### src/rtl/mul_hilo_ctrl_pkg.sv
// Shared constants, function-select encodings and FSM state type for the
// mul_hilo_ctrl multiply control stage.
package mul_hilo_ctrl_pkg;

    localparam int MUL_DATA_W     = 32;
    localparam int MUL_REG_ADDR_W = 5;
    localparam int MUL_CNT_W      = 4;

    localparam logic [4:0] FS_MUL_LO   = 5'b11110;
    localparam logic [4:0] FS_MUL_HILO = 5'b11111;

    typedef enum logic [1:0] {
        ST_IDLE  = 2'd0,
        ST_WAIT  = 2'd1,
        ST_WB_LO = 2'd2,
        ST_WB_HI = 2'd3
    } state_e;

    function automatic logic is_mul_fs(input logic [4:0] f);
        return (f == FS_MUL_LO) || (f == FS_MUL_HILO);
    endfunction

endpackage

### src/rtl/mul_wb_seq.sv
// Write-back sequencer: presents LO (and optionally HI at rd+1) to the
// register file, holding address/data stable until wb_ready_i.
module mul_wb_seq
    import mul_hilo_ctrl_pkg::*;
#(
    parameter int DATA_W     = MUL_DATA_W,
    parameter int REG_ADDR_W = MUL_REG_ADDR_W
) (
    input  logic                  clk,
    input  logic                  rst_n,
    input  logic                  load_i,
    input  logic                  abort_i,
    input  logic                  two_word_i,
    input  logic [REG_ADDR_W-1:0] rd_i,
    input  logic [DATA_W-1:0]     lo_i,
    input  logic [DATA_W-1:0]     hi_i,
    input  logic                  wb_ready_i,
    output logic                  wb_valid_o,
    output logic [REG_ADDR_W-1:0] wb_addr_o,
    output logic [DATA_W-1:0]     wb_data_o
);

    logic                  valid_q;
    logic                  hi_phase_q;
    logic [REG_ADDR_W-1:0] addr_q;
    logic [DATA_W-1:0]     data_q;

    always_ff @(posedge clk or negedge rst_n) begin
        if (!rst_n) begin
            valid_q    <= 1'b0;
            hi_phase_q <= 1'b0;
            addr_q     <= '0;
            data_q     <= '0;
        end else if (abort_i) begin
            // A handshake in this same cycle still completes at the register file.
            valid_q    <= 1'b0;
            hi_phase_q <= 1'b0;
        end else if (load_i) begin
            valid_q    <= 1'b1;
            hi_phase_q <= 1'b0;
            addr_q     <= rd_i;
            data_q     <= lo_i;
        end else if (valid_q && wb_ready_i) begin
            if (!hi_phase_q && two_word_i) begin
                hi_phase_q <= 1'b1;
                addr_q     <= addr_q + 1'b1;
                data_q     <= hi_i;
            end else begin
                valid_q    <= 1'b0;
                hi_phase_q <= 1'b0;
            end
        end
    end

    assign wb_valid_o = valid_q;
    assign wb_addr_o  = addr_q;
    assign wb_data_o  = data_q;

endmodule

### src/rtl/mul_hilo_ctrl.sv
// Multicycle control around a combinational signed multiplier: registers
// operands, waits MUL_LATENCY cycles, captures HI/LO and writes back.
// Optional MUL_ZERO_BYPASS_EN: zero operand skips the settle window.
module mul_hilo_ctrl
    import mul_hilo_ctrl_pkg::*;
#(
    parameter int DATA_W      = MUL_DATA_W,
    parameter int REG_ADDR_W  = MUL_REG_ADDR_W,
    parameter int MUL_LATENCY = 2
) (
    input  logic                  clk,
    input  logic                  rst_n,
    input  logic                  start,
    output logic                  ready,
    input  logic [4:0]            fs,
    input  logic [DATA_W-1:0]     op_a,
    input  logic [DATA_W-1:0]     op_b,
    input  logic [REG_ADDR_W-1:0] rd,
    input  logic                  flush,
    output logic [DATA_W-1:0]     mul_a,
    output logic [DATA_W-1:0]     mul_b,
    output logic [4:0]            mul_fs,
    input  logic [2*DATA_W-1:0]   mul_product,
    input  logic                  mul_c,
    output logic [DATA_W-1:0]     hi,
    output logic [DATA_W-1:0]     lo,
    output logic                  carry,
    output logic                  wb_valid,
    output logic [REG_ADDR_W-1:0] wb_addr,
    output logic [DATA_W-1:0]     wb_data,
    input  logic                  wb_ready,
    output logic                  busy
);

    localparam logic [MUL_CNT_W-1:0] CNT_LOAD = MUL_CNT_W'(MUL_LATENCY - 1);

    state_e                state_q;
    logic [MUL_CNT_W-1:0]  cnt_q;
    logic [DATA_W-1:0]     mul_a_q;
    logic [DATA_W-1:0]     mul_b_q;
    logic [4:0]            mul_fs_q;
    logic [REG_ADDR_W-1:0] rd_q;
    logic [DATA_W-1:0]     hi_q;
    logic [DATA_W-1:0]     lo_q;
    logic                  carry_q;
    logic                  ready_q;

    logic                  accept;
    logic                  bypass;
    logic                  capture;
    logic                  abort;
    logic [DATA_W-1:0]     seq_lo;

`ifdef MUL_ZERO_BYPASS_EN
    assign bypass = (op_a == '0) || (op_b == '0);
`else
    assign bypass = 1'b0;
`endif

    assign accept  = start && ready_q && is_mul_fs(fs);
    assign capture = (state_q == ST_WAIT) && (cnt_q == '0) && !flush;
    assign abort   = flush && (state_q != ST_IDLE);
    // The only load from IDLE is the zero-bypass path, whose product is 0.
    assign seq_lo  = (state_q == ST_IDLE) ? '0 : mul_product[DATA_W-1:0];

    always_ff @(posedge clk or negedge rst_n) begin
        if (!rst_n) begin
            state_q  <= ST_IDLE;
            cnt_q    <= '0;
            mul_a_q  <= '0;
            mul_b_q  <= '0;
            mul_fs_q <= '0;
            rd_q     <= '0;
            hi_q     <= '0;
            lo_q     <= '0;
            carry_q  <= 1'b0;
            ready_q  <= 1'b1;
        end else begin
            case (state_q)
                ST_IDLE: begin
                    if (accept) begin
                        mul_a_q  <= op_a;
                        mul_b_q  <= op_b;
                        mul_fs_q <= fs;
                        rd_q     <= rd;
                        ready_q  <= 1'b0;
                        if (bypass) begin
                            hi_q    <= '0;
                            lo_q    <= '0;
                            carry_q <= 1'b0;
                            state_q <= ST_WB_LO;
                        end else begin
                            cnt_q   <= CNT_LOAD;
                            state_q <= ST_WAIT;
                        end
                    end
                end
                ST_WAIT: begin
                    if (flush) begin
                        state_q  <= ST_IDLE;
                        ready_q  <= 1'b1;
                        mul_fs_q <= '0;
                    end else if (cnt_q == '0) begin
                        {hi_q, lo_q} <= mul_product;
                        carry_q      <= mul_c;
                        state_q      <= ST_WB_LO;
                    end else begin
                        cnt_q <= cnt_q - 1'b1;
                    end
                end
                ST_WB_LO: begin
                    if (flush || (wb_ready && mul_fs_q != FS_MUL_HILO)) begin
                        state_q  <= ST_IDLE;
                        ready_q  <= 1'b1;
                        mul_fs_q <= '0;
                    end else if (wb_ready) begin
                        state_q <= ST_WB_HI;
                    end
                end
                ST_WB_HI: begin
                    if (flush || wb_ready) begin
                        state_q  <= ST_IDLE;
                        ready_q  <= 1'b1;
                        mul_fs_q <= '0;
                    end
                end
                default: begin
                    state_q  <= ST_IDLE;
                    ready_q  <= 1'b1;
                    mul_fs_q <= '0;
                end
            endcase
        end
    end

    mul_wb_seq #(
        .DATA_W     (DATA_W),
        .REG_ADDR_W (REG_ADDR_W)
    ) u_wb_seq (
        .clk        (clk),
        .rst_n      (rst_n),
        .load_i     (capture || (accept && bypass)),
        .abort_i    (abort),
        .two_word_i (mul_fs_q == FS_MUL_HILO),
        .rd_i       (rd_q),
        .lo_i       (seq_lo),
        .hi_i       (hi_q),
        .wb_ready_i (wb_ready),
        .wb_valid_o (wb_valid),
        .wb_addr_o  (wb_addr),
        .wb_data_o  (wb_data)
    );

    assign ready  = ready_q;
    assign busy   = ~ready_q;
    assign mul_a  = mul_a_q;
    assign mul_b  = mul_b_q;
    assign mul_fs = mul_fs_q;
    assign hi     = hi_q;
    assign lo     = lo_q;
    assign carry  = carry_q;

endmodule

### config.mk
export PLATFORM = sky130hd
export DESIGN_NAME = mul_hilo_ctrl
export DESIGN_NICKNAME = d
export VERILOG_FILES = /design/src/rtl/mul_hilo_ctrl_pkg.sv /design/src/rtl/mul_wb_seq.sv /design/src/rtl/mul_hilo_ctrl.sv
export SDC_FILE = /design/constraint.sdc
export NUM_CORES = 1
export LEC_CHECK = 0
export CAP_MARGIN = 5
export CORE_MARGIN = 2
export CORE_UTILIZATION = 39
export CTS_CLUSTER_SIZE = 12
export DETAILED_ROUTE_END_ITERATION = 10
export PLACE_DENSITY_LB_ADDON = 0.1
export RECOVER_POWER = 100
export SLEW_MARGIN = 10
export SYNTH_ARGS = -nofsm -noshare
export SYNTH_HDL_FRONTEND = slang
export SYNTH_HIERARCHICAL = 1
export SYNTH_SLANG_ARGS = --single-unit
export TNS_END_PERCENT = 5
### constraint.sdc
create_clock -name clk -period 2.5 [get_ports clk]
set_input_delay 0.375 -clock clk [delete_from_list [all_inputs] [get_ports clk]]
set_output_delay 0.375 -clock clk [all_outputs]
set_load 0.005 [all_outputs]
=== Word level (Yosys, flattened, before mapping) ===
Index checks and enable logic that the tools add are counted.
W data, S select, Z words.

* Add/sub/neg operators: 2
* Equal/unequal tests: 16
* Multiplexer cells: 36
* Bitwise operators: 3
* Reductions and logical operators: 27

{| class="wikitable"
|+ Operators by type and width
! cell !! count
|-
| $mux W32 || 4
|-
| $mux W5 || 7
|-
| $pmux W5 S4 || 1
|-
| $eq A5 B5 Y1 const B || 3
|-
| $mux W1 || 12
|-
| $mux W2 || 6
|-
| $mux W4 || 3
|-
| $ne A2 B2 Y1 const B || 6
|-
| $reduce_and A4 Y1 || 3
|-
| $logic_and A1 B1 Y1 || 8
|-
| $pmux W2 S4 || 1
|-
| $pmux W4 S2 || 1
|-
| $reduce_bool A2 Y1 || 4
|-
| $ne A3 B3 Y1 const B || 2
|-
| $reduce_and A3 Y1 || 2
|-
| $add A5 B1 Y5 const B || 1
|-
| $ne A5 B5 Y1 const B || 1
|-
| $eq A2 B2 Y1 const B || 2
|-
| $logic_not A4 Y1 || 1
|-
| $pmux W1 S4 || 1
|-
| $reduce_and A2 Y1 || 2
|-
| $sub A4 B1 Y4 const B || 1
|-
| $logic_or A1 B1 Y1 || 3
|-
| $ne A3 B2 Y1 const B || 1
|-
| other kinds (5) || 8
|}

* Flip-flop bits (word level): 185

=== Depth between registers and ports, before layout ===
Gate-level depths: netlist (run 1).

* Depth in word-level cells: 6
* Depth in mapped cells: 13
* Gate-level depth less buffers: 9

=== Hierarchy ===
Netlist (run 1), hierarchy kept.

{| class="wikitable"
|+ By module, submodules not included
! module !! instances !! cells each !! area each (µm²) !! seq. area each (µm²)
|-
| mul_hilo_ctrl || 1 || 378 || 5755.5 || 3654.8
|-
| mul_wb_seq || 1 || 184 || 1964.4 || 975.9
|}

=== Least setup slack after synthesis (run 1) ===
OpenSTA, ideal clock, no wires.

* Path kind: reg2reg
* Start point: reg cnt_q[0]
* End point: reg u_wb_seq.data_q[10] (netlist: u_wb_seq/wb_data_o[10])
* Library setup time: 0.122 ns
* Arrival time: 2.247 ns
* Data required time: 2.378 ns
* Path slack: 0.131 ns
* Cell stages (with the launch flop): 12
* Path through: dfrtp_1 inv_1 ha_1 nor3b_1 nand2_1 buf_2 buf_2 inv_1 buf_2 clkbuf_1 mux2i_1 a21oi_2

* Word-level cells in the longest chain between the ends: 5
* Elaborated cells on any way between the ends: 7

{| class="wikitable"
|+ RTL lines
! element !! line !! RTL
|-
| start: declaration || mul_hilo_ctrl.sv:38 || <nowiki>logic [MUL_CNT_W-1:0] cnt_q;</nowiki>
|-
| start signal: assignment || mul_hilo_ctrl.sv:108 || <nowiki>cnt_q <= cnt_q - 1'b1;</nowiki>
|-
| $logic_not A4 Y1 * || mul_hilo_ctrl.sv:61 || <nowiki>assign capture = (state_q == ST_WAIT) && (cnt_q == '0) && !flush;</nowiki>
|-
| $logic_and A1 B1 Y1 * (2 in a row) || mul_hilo_ctrl.sv:61 ||
|-
| via capture || mul_hilo_ctrl.sv:50 || <nowiki>logic capture;</nowiki>
|-
| $reduce_bool A2 Y1 (no source line) || - ||
|-
| $reduce_and A3 Y1 (no source line) || - ||
|-
| end signal: assignment || mul_wb_seq.sv:42 || <nowiki>data_q <= lo_i;</nowiki>
|-
| end signal: assignment || mul_wb_seq.sv:47 || <nowiki>data_q <= hi_i;</nowiki>
|-
| end: declaration || mul_wb_seq.sv:26 || <nowiki>logic [DATA_W-1:0] data_q;</nowiki>
|}

The timed path passes the listed nets; every way through them passes the cells marked *.
A chain may end at the register's enable or synchronous reset.

=== Worst setup path after layout (run 1) ===
* Start point: reg state_q[1]
* End point: reg mul_a_q[25] (netlist: mul_a[25])

* Word-level cells in the longest chain between the ends: 2

{| class="wikitable"
|+ RTL lines
! element !! line !! RTL
|-
| start: declaration || mul_hilo_ctrl.sv:37 || <nowiki>state_e state_q;</nowiki>
|-
| start signal: assignment || mul_hilo_ctrl.sv:68 || <nowiki>state_q <= ST_IDLE;</nowiki>
|-
| start signal: assignment || mul_hilo_ctrl.sv:91 || <nowiki>state_q <= ST_WB_LO;</nowiki>
|-
| start signal: assignment || mul_hilo_ctrl.sv:94 || <nowiki>state_q <= ST_WAIT;</nowiki>
|-
| $logic_not A2 Y1 || mul_hilo_ctrl.sv:79 || <nowiki>case (state_q)</nowiki>
|-
| $reduce_and A2 Y1 (no source line) || - ||
|-
| end signal: assignment || mul_hilo_ctrl.sv:82 || <nowiki>mul_a_q <= op_a;</nowiki>
|-
| end: declaration || mul_hilo_ctrl.sv:39 || <nowiki>logic [DATA_W-1:0] mul_a_q;</nowiki>
|}

Every way passes these cells.

==> impl_metrics.ini, run 1 <==
[worst_setup_path]
slowest_cell_on_the_critical_path = clkbuf_4
critPathLaunchType = flip-flop
critPathTopFamily = buffers and inverters
worst_path_largest_cell_delay_ps = 730
arrival_ps = 2610
setup.worst_path.end_class = flip-flop
critical_path.max_fanout = 64
worstPathCellList = or2_0, nor3_1, clkbuf_4, mux2_2
critical_path_buf_inv_count = 1
timing.reg2reg.setup_slack_ps = 210
crit_required_ps = 2810
worst-setup-path-type = flip-flop to flip-flop

[synthesis]
post_synth_inst_count = 562
syn_area_um2 = 7720
yosys.cell_types.count = 37
syn-num-nets = 708
syn_area_per_cell_um2 = 13.7
ys_seq_area_share_pct = 60.0
yosys_register_bits = 185
synth_enable_flop_cells = 0
synth_async_sr_flop_share_pct = 100
yosys_most_used_dff = dfrtp_1
yosysWarningCount = 6

[clock_network]
cts_sinks = 185
cts_made_buffers = 17
post_cts_buffers = 0
tritoncts = yes
master_cell_of_the_clock_root_buffer = clkbuf_16
clock_tree.buffer_depth = 2
clock_tree.htree_level_count = 4
clkTransAtPathRegs_ps = 70
worst_skew_pair.late_latency_ps = 430

[global_routing]
grt_antenna_before_repair = 0
first_global_vias = 5908
grt_use_total_pct = 19.9
grt_start_max_net_pins = 65
globalRoute.totalOverflow = 0
global_route_wire_length_before_repair_um = 31800

[sta]
fmax_ghz = 0.436
slew-limit-headroom_pct = 13.2
setup_viol_count_final = 0
fin_tns_setup_ps = 0
clock_skew_ps = 10.3
unrepaired_setup_endpoints_after_global_routing = no
tightestPinTransition_ps = 1300
timing_max_transition_violations_final = 0
final_cycle_share_pct = 91.7
final_hold_viol_count = 0
layout_min_cycle_time_ps = 2290

[placement]
gp_congestion = 0.806
hpwl_um = 15500
port_buffers = 317

[cells_and_area]
flow.area_growth_from_synthesis_pct = 52.2
insertedDiodeCount = 0
post_route_cells_drive_above_1_share_pct = 22.6
finalNetCount = 1025
final_util_pct = 60.4
multiInputGateArea_um2 = 2850
fillerInstances = 1547
ff_latch_area_um2 = 4630
layout_commonest_cell = dfrtp_1
mostFrequentLayoutCells = dfrtp_1 (184), dlygate4sd3_1 (174), clkdlybuf4s50_1 (143)

[detailed_routing]
post_drt_via_cell_ratio = 4.84
post_drt_wl_per_cell_um = 18.0
drt-initial-drc-count = 290
detail_route.wirelength_um = 20800
detailroute.via_count = 5601
postRouteAntennaNets = 0
drt_pre_antenna_iters = 4
drt_drc_violations_left = 0

[die]
die_h_um = 145
effective_utilization_at_floorplan_pct = 39.7
chipWidth_um = 145
die_area_um2 = 20900
floorplan.core_area_um2 = 19500
num_rows = 51
boundaryPins = 318

[pwr]
combinationalPowerShare_pct = 33.3
p_sw_mw = 3.27
power_per_cell_area_nw_per_um2 = 963
power_switching_share_pct = 28.9
power.internal_mw = 8.04
power_frac_clock_pct = 24.6
power.static_leakage_nw = 5.39
peak_ir_drop_on_the_vdd_network_v = 0.000486
sequentialPowerShare_pct = 42.1

[worst_hold_path]
hold_crit_path_type = flip-flop to flip-flop

[run]
drv_cap = 0

[run_status]
status = completed
==> cells in the mapped netlist (2+ instances only) <==
cell type | count | share of area [%]
a21oi_2 | 20 | 2.3
nand2b_1 | 2 | 0.16
nand2_1 | 8 | 0.39
a21oi_1 | 19 | 1.2
nor3b_1 | 2 | 0.19
buf_2 | 19 | 1.2
mux2i_1 | 36 | 4.7
buf_6 | 6 | 0.88
o21a_1 | 4 | 0.39
clkbuf_1 | 6 | 0.29
dfrtp_1 | 184 | 60
buf_4 | 2 | 0.19
o21ai_0 | 3 | 0.19
nor2_1 | 42 | 2.0
nor3_1 | 7 | 0.45
and2_1 | 33 | 2.7
nand4_1 | 4 | 0.32
mux2_2 | 133 | 19
ha_1 | 2 | 0.32
a22oi_1 | 3 | 0.29
nand3_1 | 4 | 0.26
or4_1 | 2 | 0.19
inv_1 | 7 | 0.34
==> final timing paths <==
kind,startpoint,endpoint,depth (start not counted)
max reg2reg,state_q[1]$_DFFE_PN0P_,mul_a[25]$_DFFE_PN0P_,4
min,mul_b[6]$_DFFE_PN0P_,mul_b[6]$_DFFE_PN0P_,1
max,state_q[1]$_DFFE_PN0P_,mul_a[25]$_DFFE_PN0P_,4
max in group asynchronous,rst_n,hi[3]$_DFFE_PN0P_,3
min in group asynchronous,rst_n,mul_b[25]$_DFFE_PN0P_,2
min reg2reg,mul_b[6]$_DFFE_PN0P_,mul_b[6]$_DFFE_PN0P_,1
==> cells by family after synthesis <==
family	after synthesis	share of synthesized area [%]
adder cells (fa/ha/maj)	2	0.324
AO/OA/AOI/OAI	54	4.99
flip-flops	185	60.0
AND/OR/NAND/NOR	111	7.55
buffers and inverters	40	2.93
multiplexers	170	24.2
==> flip-flops by register name, summed over array words and instances, names as in the netlist, 2 cells and up <==
signal and count:
u_wb_seq/wb_data_o 32, rd_q 5, u_wb_seq/wb_addr_o 5, state_q 2
mul_b 32, mul_fs 5, cnt_q 4, lo 32
hi 32, mul_a 32
==> worst reg2reg max path: cells and delay by family, from the launching register on <==
| kind | cells | cell delay (ps) |
|---|---|---|
| and+or+nand+nor | 2 | 530 |
| buffers and inverters | 1 | 730 |
| DFF | 1 | 440 |
| muxes | 1 | 490 |
==> per-stage QoR <==
step / instance area [um2] / power [mW] / hold slack, ps / setup slack, ps / std cells
finish: 11800 / 11.3 / 496 / 206 / 1157
global route: 11800 / 12.0 / 517 / 30.7 / 1157
CTS: 11800 / 11.9 / 461 / 355 / 1157
detailed placement: 11200 / 9.10 / 360 / 135 / 1124
global placement: 11200 / 8.98 / 354 / 274 / 1124
floorplan: 7720 / 6.13 / 79.4 / 131 / 562
==> repair_timing <==
item / 4_1_cts / 5_1_grt
hold buffers: 1 / 0
hold endpoints to repair: 48 / 0
setup endpoints to repair: 0 / 0
gates resized for setup: 0 / 0
==> power groups by stage <==
stage          Combinational (mW)  Sequential, mW  Clock, mW
2_1_floorplan                1.30            4.84          0
3_3_place_gp                 4.14            4.83          0
3_5_place_dp                 4.22            4.88          0
4_1_cts                      4.25            4.84       2.86
5_1_grt                      4.09            4.93       2.98
6_report                     3.77            4.76       2.79
==> routing by layer <==
layer	track usage [%]	wire, um	vias up
li1	-	-	2601
met1	22.2	7770	2772
met2	35.2	10800	200
met3	7.07	1710	28
met4	7.10	476	0
met5	0	0	-
==> area by class of cell <==
class | instances | area share [%]
sequential | 185 | 39.4
timing repair buffer | 331 | 28.1
multi-input combinational | 337 | 24.3
clock buffer | 17 | 3.62
tap | 265 | 2.82
clock inverter | 15 | 1.54
inverter | 7 | 0.224
No activity file was read; power rests on OpenSTA's default activity.
==> run 2: changes to the inputs <==
- HOLD_SLACK_MARGIN: not set -> 0.06
==> results of run 2 <==
No change in the layout: final DEF, timing and power equal those of run 1.
==> run 3: changes to the inputs <==
- PLACE_DENSITY_LB_ADDON: 0.1 -> 0.12
==> run 3 against run 2 <==
Effect of this change:
- the flow now finishes with violations (max-capacitance violations, max-slew violations)
- via count shrank 0.71%
- routed wire length is 1.4% lower
- combinational power barely moved
- global-route usage decreased by 0.054 points
- critical path type unchanged
- fmax rose by 0.97%
- critical endpoint is now mul_a[24]$_DFFE_PN0P_
==> impl_metrics.ini, run 3 (synthesis gave the netlist of run 1 again) <==
[clock_network]
tritoncts = yes
clkTransAtPathRegs_ps = 70
worst_skew_pair.late_latency_ps = 430
cts_made_buffers = 17
master_cell_of_the_clock_root_buffer = clkbuf_16
clock_tree.htree_level_count = 4
post_cts_buffers = 0
clock_tree.buffer_depth = 2
cts_sinks = 185

[sta]
timing_max_transition_violations_final = 71
final_cycle_share_pct = 90.9
slew-limit-headroom_pct = -16.6
tightestPinTransition_ps = 1750
setup_viol_count_final = 0
final_hold_viol_count = 0
fmax_ghz = 0.440
fin_tns_setup_ps = 0
unrepaired_setup_endpoints_after_global_routing = no
layout_min_cycle_time_ps = 2270
clock_skew_ps = 9.91

[global_routing]
grt_antenna_before_repair = 0
grt_start_max_net_pins = 71
first_global_vias = 5886
global_route_wire_length_before_repair_um = 31700
globalRoute.totalOverflow = 0
grt_use_total_pct = 19.9

[detailed_routing]
drt_pre_antenna_iters = 7
detail_route.wirelength_um = 20500
post_drt_via_cell_ratio = 4.79
postRouteAntennaNets = 0
drt-initial-drc-count = 197
post_drt_wl_per_cell_um = 17.7
detailroute.via_count = 5561
drt_drc_violations_left = 0

[pwr]
peak_ir_drop_on_the_vdd_network_v = 0.000517
power_per_cell_area_nw_per_um2 = 959
power.total_mw = 11.3
power.static_leakage_nw = 5.41

[die]
die_h_um = 145
num_rows = 51
boundaryPins = 318
die_area_um2 = 20900
floorplan.core_area_um2 = 19500
chipWidth_um = 145
effective_utilization_at_floorplan_pct = 39.7

[cells_and_area]
insertedDiodeCount = 0
mostFrequentLayoutCells = dfrtp_1 (184), dlygate4sd3_1 (174), clkdlybuf4s50_1 (143)
layout_commonest_cell = dfrtp_1
finalNetCount = 1028
flow.area_growth_from_synthesis_pct = 52.6
post_route_cells_drive_above_1_share_pct = 22.9

[worst_setup_path]
setup.worst_path.end_class = flip-flop
critPathLaunchType = flip-flop
crit_required_ps = 2810
r2r_cells = 4
worst-setup-path-type = flip-flop to flip-flop
reg2reg_from = ready$_DFFE_PN1P_
regToRegEndpoint = mul_a[24]$_DFFE_PN0P_
critical_path.max_fanout = 65
timing.reg2reg.setup_slack_ps = 230
arrival_ps = 2580

[worst_hold_path]
hold_crit_path_type = flip-flop to flip-flop
hold_path.startpoint = lo[2]$_DFFE_PN0P_
hold_path_depth = 1
min_delay_worst_endpoint = lo[2]$_DFFE_PN0P_

[placement]
port_buffers = 317
hpwl_um = 15400
gp_congestion = 0.780

[run_status]
status = complete, but fails checks
violations = max-capacitance violations, max-slew violations

[run]
drv_cap = 1
## run 3: cell types whose count changed in the layout (fill, tap and decap cells not counted), sizes merged
| cell | previous run | this run |
|---|---|---|
| buf | 7 | 12 |
| inv | 14 | 12 |
| clkbuf | 24 | 23 |
| clkinvlp | 0 | 1 |
## run 3: repair_timing
item	CTS	global route
resized for setup	0	0
hold buffers	1	0
hold endpoints to repair	64	0
## run 3: layout make-up
| type | instances | area (um2) |
|---|---|---|
| clock inverter | 14 | 186 |
| timing repair buffer | 334 | 3310 |
| fill | 1585 | 7680 |
| multi-input combinational | 337 | 2850 |
| tap | 265 | 332 |
| inverter | 7 | 26.3 |
| sequential | 185 | 4630 |
| clock buffer | 18 | 439 |
## run 3: worst max-delay path, cell delays in order, from the launching register on
cell and delay (ps):
dfstp_1 570, nand4_1 160, nor3_1 210, clkbuf_4 760, mux2_2 420
## run 3: metrics by stage
| step | util (%) | instance area, um2 | setup slack [ps] | std cells | hold WS (ps) |
|---|---|---|---|---|---|
| 2_1_floorplan | - | 7720 | 131 | 562 | 79.4 |
| 3_3_place_gp | 57.6 | 11200 | 221 | 1127 | 433 |
| 3_5_place_dp | 57.6 | 11200 | 152 | 1127 | 442 |
| 4_1_cts | 60.9 | 11900 | 246 | 1160 | 507 |
| 5_1_grt | 60.5 | 11800 | 59.0 | 1160 | 507 |
| 6_report | 60.5 | 11800 | 229 | 1160 | 499 |
## run 3: power breakdown
part | internal, mW | leakage [nW] | total [mW] | switching, mW
Clock | 1.55 | 0.303 | 2.81 | 1.25
Combinational | 2.43 | 2.71 | 3.76 | 1.33
Sequential | 4.10 | 2.39 | 4.73 | 0.632
Total | 8.08 | 5.41 | 11.3 | 3.22
## run 3: metal layers
metal  vias to the layer above  global-route usage [%]  share of wire (%)
met5                         -                       0                  0
met4                         0                    5.98                1.4
met3                        23                    6.84                7.6
met2                       189                    35.3                 53
met1                      2738                    22.5                 38
li1                       2611                       -                  -
## run 3: worst max path at each step
stage / startpoint / to / slack, ps / cells past startpoint
after floorplan: cnt_q[0]$_DFFE_PN0P_ / u_wb_seq/wb_data_o[10]$_DFFE_PN0P_ / 130 / 11
after global placement: flush / u_wb_seq/wb_data_o[13]$_DFFE_PN0P_ / 220 / 7
after detailed placement: flush / u_wb_seq/wb_addr_o[3]$_DFFE_PN0P_ / 150 / 9
after CTS: cnt_q[0]$_DFFE_PN0P_ / u_wb_seq/wb_addr_o[3]$_DFFE_PN0P_ / 250 / 10
after global routing: rst_n / hi[26]$_DFFE_PN0P_ / 60 / 3
final: ready$_DFFE_PN1P_ / mul_a[24]$_DFFE_PN0P_ / 230 / 4
